[src/rtl/nabp_angle_sequencer.sv]
// Responder for the angle request handshake: serves a configured sequence of
// projection angles (start, step, count) with modulo-ANGLE_LIMIT wrap.
module nabp_angle_sequencer #(
  parameter int ANGLE_WIDTH = 12,
  parameter int ANGLE_LIMIT = 2880,
  parameter int COUNT_WIDTH = 10
) (
  input  logic                   clk,
  input  logic                   reset,
  input  logic                   cfg_start,
  input  logic [ANGLE_WIDTH-1:0] cfg_angle_start,
  input  logic [ANGLE_WIDTH-1:0] cfg_angle_step,
  input  logic [COUNT_WIDTH-1:0] cfg_angle_count,
  input  logic                   fr_next_angle,
  output logic                   fr_next_angle_ack,
  output logic [ANGLE_WIDTH-1:0] fr_angle,
  output logic                   fr_has_next_angle,
  output logic                   sq_busy,
  output logic                   sq_done
);

  typedef enum logic [1:0] {IDLE, READY, ACK, WAIT_LOW} state_t;

  localparam logic [ANGLE_WIDTH:0] LIMIT_W = (ANGLE_WIDTH+1)'(ANGLE_LIMIT);

  state_t                 state_q, state_d;
  logic [ANGLE_WIDTH-1:0] next_val_q, next_val_d;
  logic [ANGLE_WIDTH-1:0] step_q, step_d;
  logic [COUNT_WIDTH-1:0] remaining_q, remaining_d;
  logic [ANGLE_WIDTH-1:0] angle_q, angle_d;
  logic                   ack_q, ack_d;
  logic                   has_next_q, has_next_d;
  logic                   busy_q, busy_d;
  logic                   done_q, done_d;
  logic [ANGLE_WIDTH:0]   sum;
  logic [ANGLE_WIDTH:0]   start_w;
  logic [ANGLE_WIDTH:0]   step_w;

  // Single conditional subtraction: a reduced value may still exceed the
  // limit if the raw input is at least twice ANGLE_LIMIT.
  function automatic logic [ANGLE_WIDTH-1:0] reduce(input logic [ANGLE_WIDTH:0] x);
    logic [ANGLE_WIDTH:0] r;
    r = (x >= LIMIT_W) ? (x - LIMIT_W) : x;
    return r[ANGLE_WIDTH-1:0];
  endfunction

  always_comb begin
    state_d     = state_q;
    next_val_d  = next_val_q;
    step_d      = step_q;
    remaining_d = remaining_q;
    angle_d     = angle_q;
    ack_d       = 1'b0;
    has_next_d  = has_next_q;
    busy_d      = busy_q;
    done_d      = 1'b0;
    sum         = {1'b0, next_val_q} + {1'b0, step_q};
    start_w     = {1'b0, cfg_angle_start};
    step_w      = {1'b0, cfg_angle_step};

    unique case (state_q)
      IDLE: begin
        if (cfg_start) begin
          next_val_d  = reduce(start_w);
          step_d      = reduce(step_w);
          remaining_d = cfg_angle_count;
          if (cfg_angle_count != '0) begin
            state_d    = READY;
            busy_d     = 1'b1;
            has_next_d = 1'b1;
          end else begin
            done_d = 1'b1;
          end
        end
      end
      READY: begin
        if (fr_next_angle) begin
          angle_d     = next_val_q;
          next_val_d  = reduce(sum);
          remaining_d = remaining_q - COUNT_WIDTH'(1);
          has_next_d  = (remaining_q != COUNT_WIDTH'(1));
          ack_d       = 1'b1;
          state_d     = ACK;
        end
      end
      ACK: begin
        state_d = WAIT_LOW;
      end
      WAIT_LOW: begin
        if (!fr_next_angle) begin
          if (remaining_q != '0) begin
            state_d = READY;
          end else begin
            state_d = IDLE;
            busy_d  = 1'b0;
            done_d  = 1'b1;
          end
        end
      end
      default: state_d = IDLE;
    endcase
  end

  always_ff @(posedge clk) begin
    if (reset) begin
      state_q     <= IDLE;
      next_val_q  <= '0;
      step_q      <= '0;
      remaining_q <= '0;
      angle_q     <= '0;
      ack_q       <= 1'b0;
      has_next_q  <= 1'b0;
      busy_q      <= 1'b0;
      done_q      <= 1'b0;
    end else begin
      state_q     <= state_d;
      next_val_q  <= next_val_d;
      step_q      <= step_d;
      remaining_q <= remaining_d;
      angle_q     <= angle_d;
      ack_q       <= ack_d;
      has_next_q  <= has_next_d;
      busy_q      <= busy_d;
      done_q      <= done_d;
    end
  end

  assign fr_next_angle_ack = ack_q;
  assign fr_angle          = angle_q;
  assign fr_has_next_angle = has_next_q;
  assign sq_busy           = busy_q;
  assign sq_done           = done_q;

endmodule

[config.mk]
export PLATFORM = sky130hd
export DESIGN_NAME = nabp_angle_sequencer
export DESIGN_NICKNAME = d
export VERILOG_FILES = /design/src/rtl/nabp_angle_sequencer.sv
export SDC_FILE = /design/constraint.sdc
export NUM_CORES = 1
export LEC_CHECK = 0
export ABC_CLOCK_PERIOD_IN_PS = 3700
export BUFFER_PORTS_ARGS = -buffer_cell sky130_fd_sc_hd__buf_2
export CAP_MARGIN = 5
export CORE_MARGIN = 8
export CORE_UTILIZATION = 51
export CTS_CLUSTER_SIZE = 16
export DETAILED_ROUTE_END_ITERATION = 10
export MAX_ROUTING_LAYER = met4
export PLACE_DENSITY_LB_ADDON = 0.12
export SETUP_SLACK_MARGIN = 0.4
export SLEW_MARGIN = 10
export SYNTH_ARGS = -nofsm -noshare
export SYNTH_HDL_FRONTEND = slang
export SYNTH_SLANG_ARGS = --single-unit
export TNS_END_PERCENT = 1
[constraint.sdc]
create_clock -name clk -period 3.7 [get_ports clk]
set_input_delay 0.74 -clock clk [delete_from_list [all_inputs] [get_ports clk]]
set_output_delay 0.74 -clock clk [all_outputs]
set_load 0.05 [all_outputs]
; ---- Word-level counts from Yosys, hierarchy flattened
; Cells that the tools add are included.
[word_totals]
inputBits = 38
wordCells = 67
ff_bits = 52
out_inout_bits = 16
[classes]
n_addsub = 5
n_lt_le_gt_ge = 3
n_reduce_logical = 12
eq_ne = 9
bitwise = 1
n_mux = 28
[ops]
columns = cell, n
row1 = $mux W12, 5
row2 = $sub A12 B12 Y12 const B, 3
row3 = $ge A12 B12 Y1 const B, 2
row4 = $pmux W12 S2, 1
row5 = $mux W10, 2
row6 = $pmux W10 S2, 1
row7 = $reduce_bool A10 Y1, 2
row8 = $add A12 B12 Y13, 1
row9 = $ge A13 B12 Y1 const B, 1
row10 = $mux W1, 11
row11 = $ne A10 B1 Y1 const B, 1
row12 = $ne A2 B2 Y1 const B, 5
row13 = $sub A10 B1 Y10 const B, 1
row14 = $mux W2, 4
row15 = $pmux W2 S4, 1
row16 = $reduce_and A4 Y1, 2
row17 = $pmux W1 S2, 3
row18 = $reduce_and A5 Y1, 1
row19 = $eq A2 B2 Y1 const B, 2
row20 = $reduce_and A2 Y1, 2
row21 = $reduce_bool A2 Y1, 2
row22 = $reduce_and A3 Y1, 1
row23 = $eq A2 B1 Y1 const B, 1
row24 = $logic_not A2 Y1, 1
row25 = 2 further kinds, 2

; ---- Depth between registers and ports, before layout
; Gate-level depths: netlist of the first run.
[logic_depth]
ltp_word = 5
mapped_depth = 14
mapped_depth_nobuf = 14

; ---- Worst setup path before layout of the first run
; Ideal clock, no wire load.
[synth_timing]
path_kind = reg-to-reg
from = register next_val_q[0]
to = register next_val_q[9]
path_slack_ns = 0.624
t_required_ns = 3.621
stages_incl_launch_ff = 15
t_arrival_ns = 2.997
n_path_buf = 0
period_less_slack_ns = 3.076
path_cell_list = dfxtp_1 > ha_1 > inv_1 > fa_1 > nand2b_1 > a211oi_2 > o21ai_0 > nand3_4 > ha_1 > nand4b_1 > nor4_4 > o311ai_4 > a311oi_2 > xnor2_1 > a211oi_2
[synth_between]
elab_chain_cells = 5
[synth_lines]
columns = item, line
row1 = "start, declared", 27  ; logic [ANGLE_WIDTH-1:0] next_val_q, next_val_d;
row2 = "start signal, assigned", 117  ; next_val_q <= next_val_d;
row3 = $add A12 B12 Y13 (*), 57  ; sum = {1'b0, next_val_q} + {1'b0, step_q};
row4 = $sub A12 B12 Y12 / $ge A13 B12 Y1 (equally long branches), 43  ; r = (x >= LIMIT_W) ? (x - LIMIT_W) : x;
row5 = $mux W12 (*), 43
row6 = $mux W12 (*), 77  ; if (fr_next_angle) begin
row7 = $pmux W12 S2 (*), 61  ; unique case (state_q)
; Mark *: on every way between the ends. The rest lies on a longest branch, timed or not. The select of a mux whose other input is x is not followed.
; A chain may end at the register's enable or synchronous reset.

; ---- Worst setup path in the final report of the first run
[layout_timing]
from = register next_val_q[0]
to = register next_val_q[8]
; The elaborated chain is that of the path after synthesis.

==> results of run 1 <==
==> per-stage QoR <==
stage	hold slack, ns	power, mW	utilization	cell area [um2]	setup slack (ns)
floorplan	0.440	2.50	-	3590	0.624
global placement	0.439	2.87	0.578	3930	0.477
detailed placement	0.447	2.92	0.578	3930	0.353
CTS	0.461	3.27	0.594	4030	0.444
global route	0.481	3.60	0.602	4090	0.385
finish	0.460	3.33	0.602	4090	0.559
==> state kept, by name, indices dropped and copies added, names as in the netlist <==
name,flops
fr_next_angle_ack,1
step_q,12
remaining_q,10
sq_busy,1
sq_done,1
state_q,2
fr_angle,12
fr_has_next_angle,1
next_val_q,12
==> Yosys cell counts (6+ instances only) <==
master	count	share of area
a21oi_1	39	0.054
dfxtp_1	52	0.29
nand2_1	61	0.064
o21ai_0	18	0.025
nor3_1	11	0.015
nand3_1	6	0.0084
xnor2_1	12	0.029
mux2i_1	7	0.019
a211oi_1	20	0.042
inv_1	22	0.023
ha_1	24	0.084
o21ai_1	6	0.0084
clkbuf_1	12	0.013
buf_1	6	0.0063
nor2_1	46	0.048
==> final timing paths <==
path | from | endpoint | slack, ns | depth (start not counted)
setup / recovery | next_val_q[0]$_SDFFE_PP0P_ | next_val_q[8]$_SDFFE_PP0P_ | 0.56 | 15
hold reg to reg | fr_angle[7]$_SDFFE_PP0P_ | fr_angle[7]$_SDFFE_PP0P_ | 0.46 | 2
setup reg to reg | next_val_q[0]$_SDFFE_PP0P_ | next_val_q[8]$_SDFFE_PP0P_ | 0.56 | 15
hold / removal | fr_angle[7]$_SDFFE_PP0P_ | fr_angle[7]$_SDFFE_PP0P_ | 0.46 | 2
==> layer usage <==
layer  vias up  global-route usage
li1       1717                   -
met1      1523               0.260
met2        96               0.272
met3         7              0.0346
met4         0              0.0431
met5         -                   -
==> where the power goes <==
| part | internal, mW | switching (mW) | leakage [nW] |
|---|---|---|---|
| Sequential | 0.726 | 0.148 | 0.428 |
| Clock | 0.135 | 0.201 | 0.0445 |
| Combinational | 0.810 | 1.31 | 1.19 |
==> worst max-delay path, delay by kind of cell, from the launching register on <==
kind	cells	cell delay [ns]
AND/OR/NAND/NOR	5	1.13
AO/OA/AOI/OAI	4	0.65
adder cells (fa/ha/maj)	3	0.54
flip-flops	1	0.34
buffers and inverters	2	0.21
XOR/XNOR	1	0.16
==> area by class of cell <==
cell class | count | area [um2]
clock buffer | 5 | 68.8
clock inverter | 3 | 21.3
fill | 634 | 2710
inverter | 23 | 86.3
multi-input combinational | 347 | 2410
sequential | 52 | 1040
tap | 96 | 120
timing repair buffer | 63 | 340
==> cell families after synthesis <==
| kind of cell | synth area share |
|---|---|
| flip-flops | 0.290 |
| AND/OR/NAND/NOR | 0.206 |
| adder cells (fa/ha/maj) | 0.0891 |
| multiplexers | 0.0195 |
| XOR/XNOR | 0.0519 |
| buffers and inverters | 0.0505 |
| AO/OA/AOI/OAI | 0.293 |
==> cells in the final DEF (no fill, tap or decap), types with 4 or more instances in the layout <==
cell,instances
nand3_1,6
xnor2_1,12
nand2_1,61
buf_2,53
o211ai_1,4
a31oi_1,4
o21ai_0,17
nor4_1,5
buf_4,10
ha_1,22
o21ai_1,7
mux2i_1,7
clkbuf_8,5
a21o_1,5
inv_1,21
a211oi_1,20
a21oi_1,39
nor2_1,45
nor3_1,11
dfxtp_1,51
==> what timing repair did <==
action | CTS | global route
pin swaps | 2 | 6
endpoints found under the hold margin | 0 | 0
setup buffers | 1 | 3
setup endpoints to repair | 3 | 5
gates resized for setup | 1 | 9
gates cloned | 0 | 0
==> flow_summary.ini, run 1 <==
[outcome]
run_status = finished clean

[route]
top_layer = met4
drt-met1-wl_um = 4570
wl_per_cell_um = 15.3
antenna_left = 0
vias = 3343
drc_errors = 0
viasPerCell = 5.68
wl_met2_um = 3850
dr.pass1.iters = 4
wl_um = 9040
wl_met3_um = 526
initialDrtViolationCount = 250

[timing]
fin_skew_ns = 0.00523
slew_headroom = 0.487
max_clock_freq_mhz = 318
setup_viol = 0
grt_setup_unrepaired = true
worst_slew_pin_slew_ns = 0.765
period_needed_ns = 3.14
tns_ns = 0
slew_viol_final = 0
finalHoldViolCount = 0
fin_crit_sh = 0.849

[synthesis]
async_reset_ff_frac = 0
synth_enable_flop_cells = 0
synth_warnings = 0
ys_types = 71
syn_inst = 443
ys_seq_elements = 52
synth_area_mm2 = 0.00359
avgSynthCellArea_um2 = 8.11
ys_seq_area_frac = 0.290
synth_nets = 506
synthFlopType = dfxtp_1

[placement]
dp_hpwl_um = 7050
routabilityCongestion = 0.932
portBuffers = 53
dp_cells = 577

[floorplanning]
num_rows = 30
dieArea_mm2 = 0.00999
core-area_mm2 = 0.00679
die_w_um = 100
initial_utilization = 0.529
die_height_um = 100
ioPinCount = 54

[clock_network]
clockBufferDepth = 2
ctsHtreeMaxLevel = 2
clock-sinks = 52
root_buffer = clkbuf_8
clk_pin_slew_ns = 0.10
cts_tree = done
insertion_delay_ns = 0.31
numCtsBuffers = 5
hold_buffers = 0

[power]
peakVddDrop_mv = 0.435
powerDensity_mw_per_mm2 = 814
p_leak_nw = 1.66

[run]
drv_cap = 0

[worst_setup_path]
slowest_delay_ns = 0.49
crit_chain = ha_2 -> inv_2 -> fa_2 -> nand2b_4 -> a211oi_2 -> buf_4 -> or4b_4 -> nand3_4 -> ha_1 -> nand4b_1 -> nor4_4 -> o311ai_4 -> a311oi_2 -> xnor2_1 -> a21oi_1
cp_max_fo = 6
cp_slowest_cell = or4b_4
arrival_ns = 3.35
critPathLaunchType = register
critPathKind = reg -> reg
crit_path_end_kind = register
required_ns = 3.91

[finish]
final_cells = 589
diodes = 0
drive_gt1_frac = 0.207
nets = 555
areaGrowthSynthToFinish_pct = 13.7

[grt]
grt_remaining_overflow = 0
grt_pass1_vias = 3181
antenna_found_initial = 0
track_usage = 0.187
grt_max_degree = 38
grt_pass1_wl_um = 15200

[worst_hold_path]
min_path_type = reg -> reg
Note: power is estimated with default switching activity, not from simulation.
==> run 2: changes to the inputs <==
Settings changed: ABC_CLOCK_PERIOD_IN_PS 3700 to 3300.
Clock period 3.7 ns to 3.3 ns, I/O delays scaled along.
==> run 2 against run 1 <==
  * Critical path depth down 2
  * Highest routed layer unchanged
  * First-iteration DRC count up 6.8%
  * Final cell count up 0.17%
  * Wire length down 0.12%
  * Worst hold slack worse by 0.0028 ns
  * Sequential cell count unchanged
  * Sequential power up 12%
==> flow_summary.ini, run 2 (synthesis gave the netlist of run 1 again) <==
[outcome]
run_status = finished clean

[timing]
worst_slew_pin_slew_ns = 0.817
fin_skew_ns = 0.0110
tns_ns = 0
fin_crit_sh = 0.885
fin_ws_ns = 0.378
period_needed_ns = 2.92
grt_setup_unrepaired = true
setup_viol = 0
slew_viol_final = 0
finalHoldViolCount = 0
max_clock_freq_mhz = 342
slew_headroom = 0.455

[finish]
final_common_cell = nand2_1
areaGrowthSynthToFinish_pct = 15.0
drive_gt1_frac = 0.221
final_cell_mix = nand2_1, buf_2, dfxtp_1
nets = 556
diodes = 0

[floorplanning]
initial_utilization = 0.529
dieArea_mm2 = 0.00999
core-area_mm2 = 0.00679
die_height_um = 100
ioPinCount = 54
die_w_um = 100
num_rows = 30

[power]
comb_power_share = 0.635
p_leak_nw = 1.67
peakVddDrop_mv = 0.470
p_switching_mw = 1.86
p_sw_frac = 0.492
internal_power_mw = 1.92
powerDensity_mw_per_mm2 = 913
p_clk_frac = 0.105
total_power_mw = 3.77
pwr-share-seq = 0.259

[worst_setup_path]
cp_max_fo = 7
critPathLaunchType = register
required_ns = 3.50
arrival_ns = 3.12
r2r_slack_ns = 0.38
crit_path_end_kind = register
critPathKind = reg -> reg

[grt]
grt_pass1_wl_um = 15300
grt_pass1_vias = 3215
grt_remaining_overflow = 0
grt_max_degree = 42
track_usage = 0.189
antenna_found_initial = 0

[route]
antenna_left = 0
viasPerCell = 5.73
wl_um = 9030
drc_errors = 0
wl_per_cell_um = 15.3
initialDrtViolationCount = 267
vias = 3382
dr.pass1.iters = 4

[placement]
routabilityCongestion = 0.884
place_ws_ns = 0.157
dp_hpwl_um = 7030
portBuffers = 53

[run]
drv_cap = 0

[clock_network]
cts_tree = done
numCtsBuffers = 5
ctsHtreeMaxLevel = 2
clock-sinks = 52
clockBufferDepth = 2
clk_pin_slew_ns = 0.10
insertion_delay_ns = 0.31
root_buffer = clkbuf_8

[worst_hold_path]
min_path_type = reg -> reg
[run 2: changes by cell type in the layout (fill, tap and decap cells not counted), sizes merged]
| cell | change |
|---|---|
| buf | +1 |
| clkinvlp | -1 |
| clkbuf | +1 |
[run 2: cell type report]
class                      count  area, um2
inverter                      23       86.3
multi-input combinational    347       2440
timing repair buffer          64        348
clock inverter                 2       13.8
fill                         627       2660
clock buffer                   6       82.6
sequential                    52       1040
tap                           96        120
[run 2: per-layer routing]
metal  vias up  GRT usage  share of wire
met5         -          -              0
met4         0     0.0466          0.014
met3         9     0.0332          0.064
met2       106      0.280           0.42
met1      1545      0.259           0.50
li1       1722          -              -
[run 2: power by group through the flow]
stage          registers (mW)  logic, mW  clock network, mW
2_1_floorplan            1.04       1.78                  0
3_3_place_gp            0.980       2.26                  0
3_5_place_dp            0.988       2.29                  0
4_1_cts                 0.977       2.38              0.407
5_1_grt                  1.01       2.66              0.437
6_report                0.979       2.40              0.397
[run 2: critical path, stage by stage (launching register included)]
cell and delay [ns]:
dfxtp_2 0.37, ha_4 0.14, inv_2 0.04, fa_2 0.35
nand2b_4 0.16, a211oi_4 0.27, buf_4 0.16, o2111ai_1 0.17
nand3b_2 0.17, xnor2_1 0.16, buf_4 0.21, a311oi_2 0.36
xnor2_1 0.18, a21oi_1 0.09
[run 2: path summary, 6_finish.rpt]
check | startpoint | to | cells past startpoint
worst max register to register | next_val_q[0]$_SDFFE_PP0P_ | next_val_q[8]$_SDFFE_PP0P_ | 13
worst min-delay path | fr_angle[10]$_SDFFE_PP0P_ | fr_angle[10]$_SDFFE_PP0P_ | 2
worst max-delay path | next_val_q[0]$_SDFFE_PP0P_ | next_val_q[8]$_SDFFE_PP0P_ | 13
worst min register to register | fr_angle[10]$_SDFFE_PP0P_ | fr_angle[10]$_SDFFE_PP0P_ | 2
[run 2: metrics by stage]
step           utilization  hold WS [ns]  cells  area [um2]
2_1_floorplan            -         0.440    443        3620
3_3_place_gp         0.583         0.439    577        3960
5_1_grt              0.608         0.483    590        4130
3_5_place_dp         0.583         0.444    577        3960
6_report             0.608         0.458    590        4130
4_1_cts              0.608         0.459    590        4130
[run 2: timing repair]
item / 4_1_cts / 5_1_grt
pin swaps: 13 / 1
endpoints found under the setup margin: 5 / 6
gates resized for setup: 11 / 1
hold buffers: 0 / 0
buffers inserted: 5 / 0
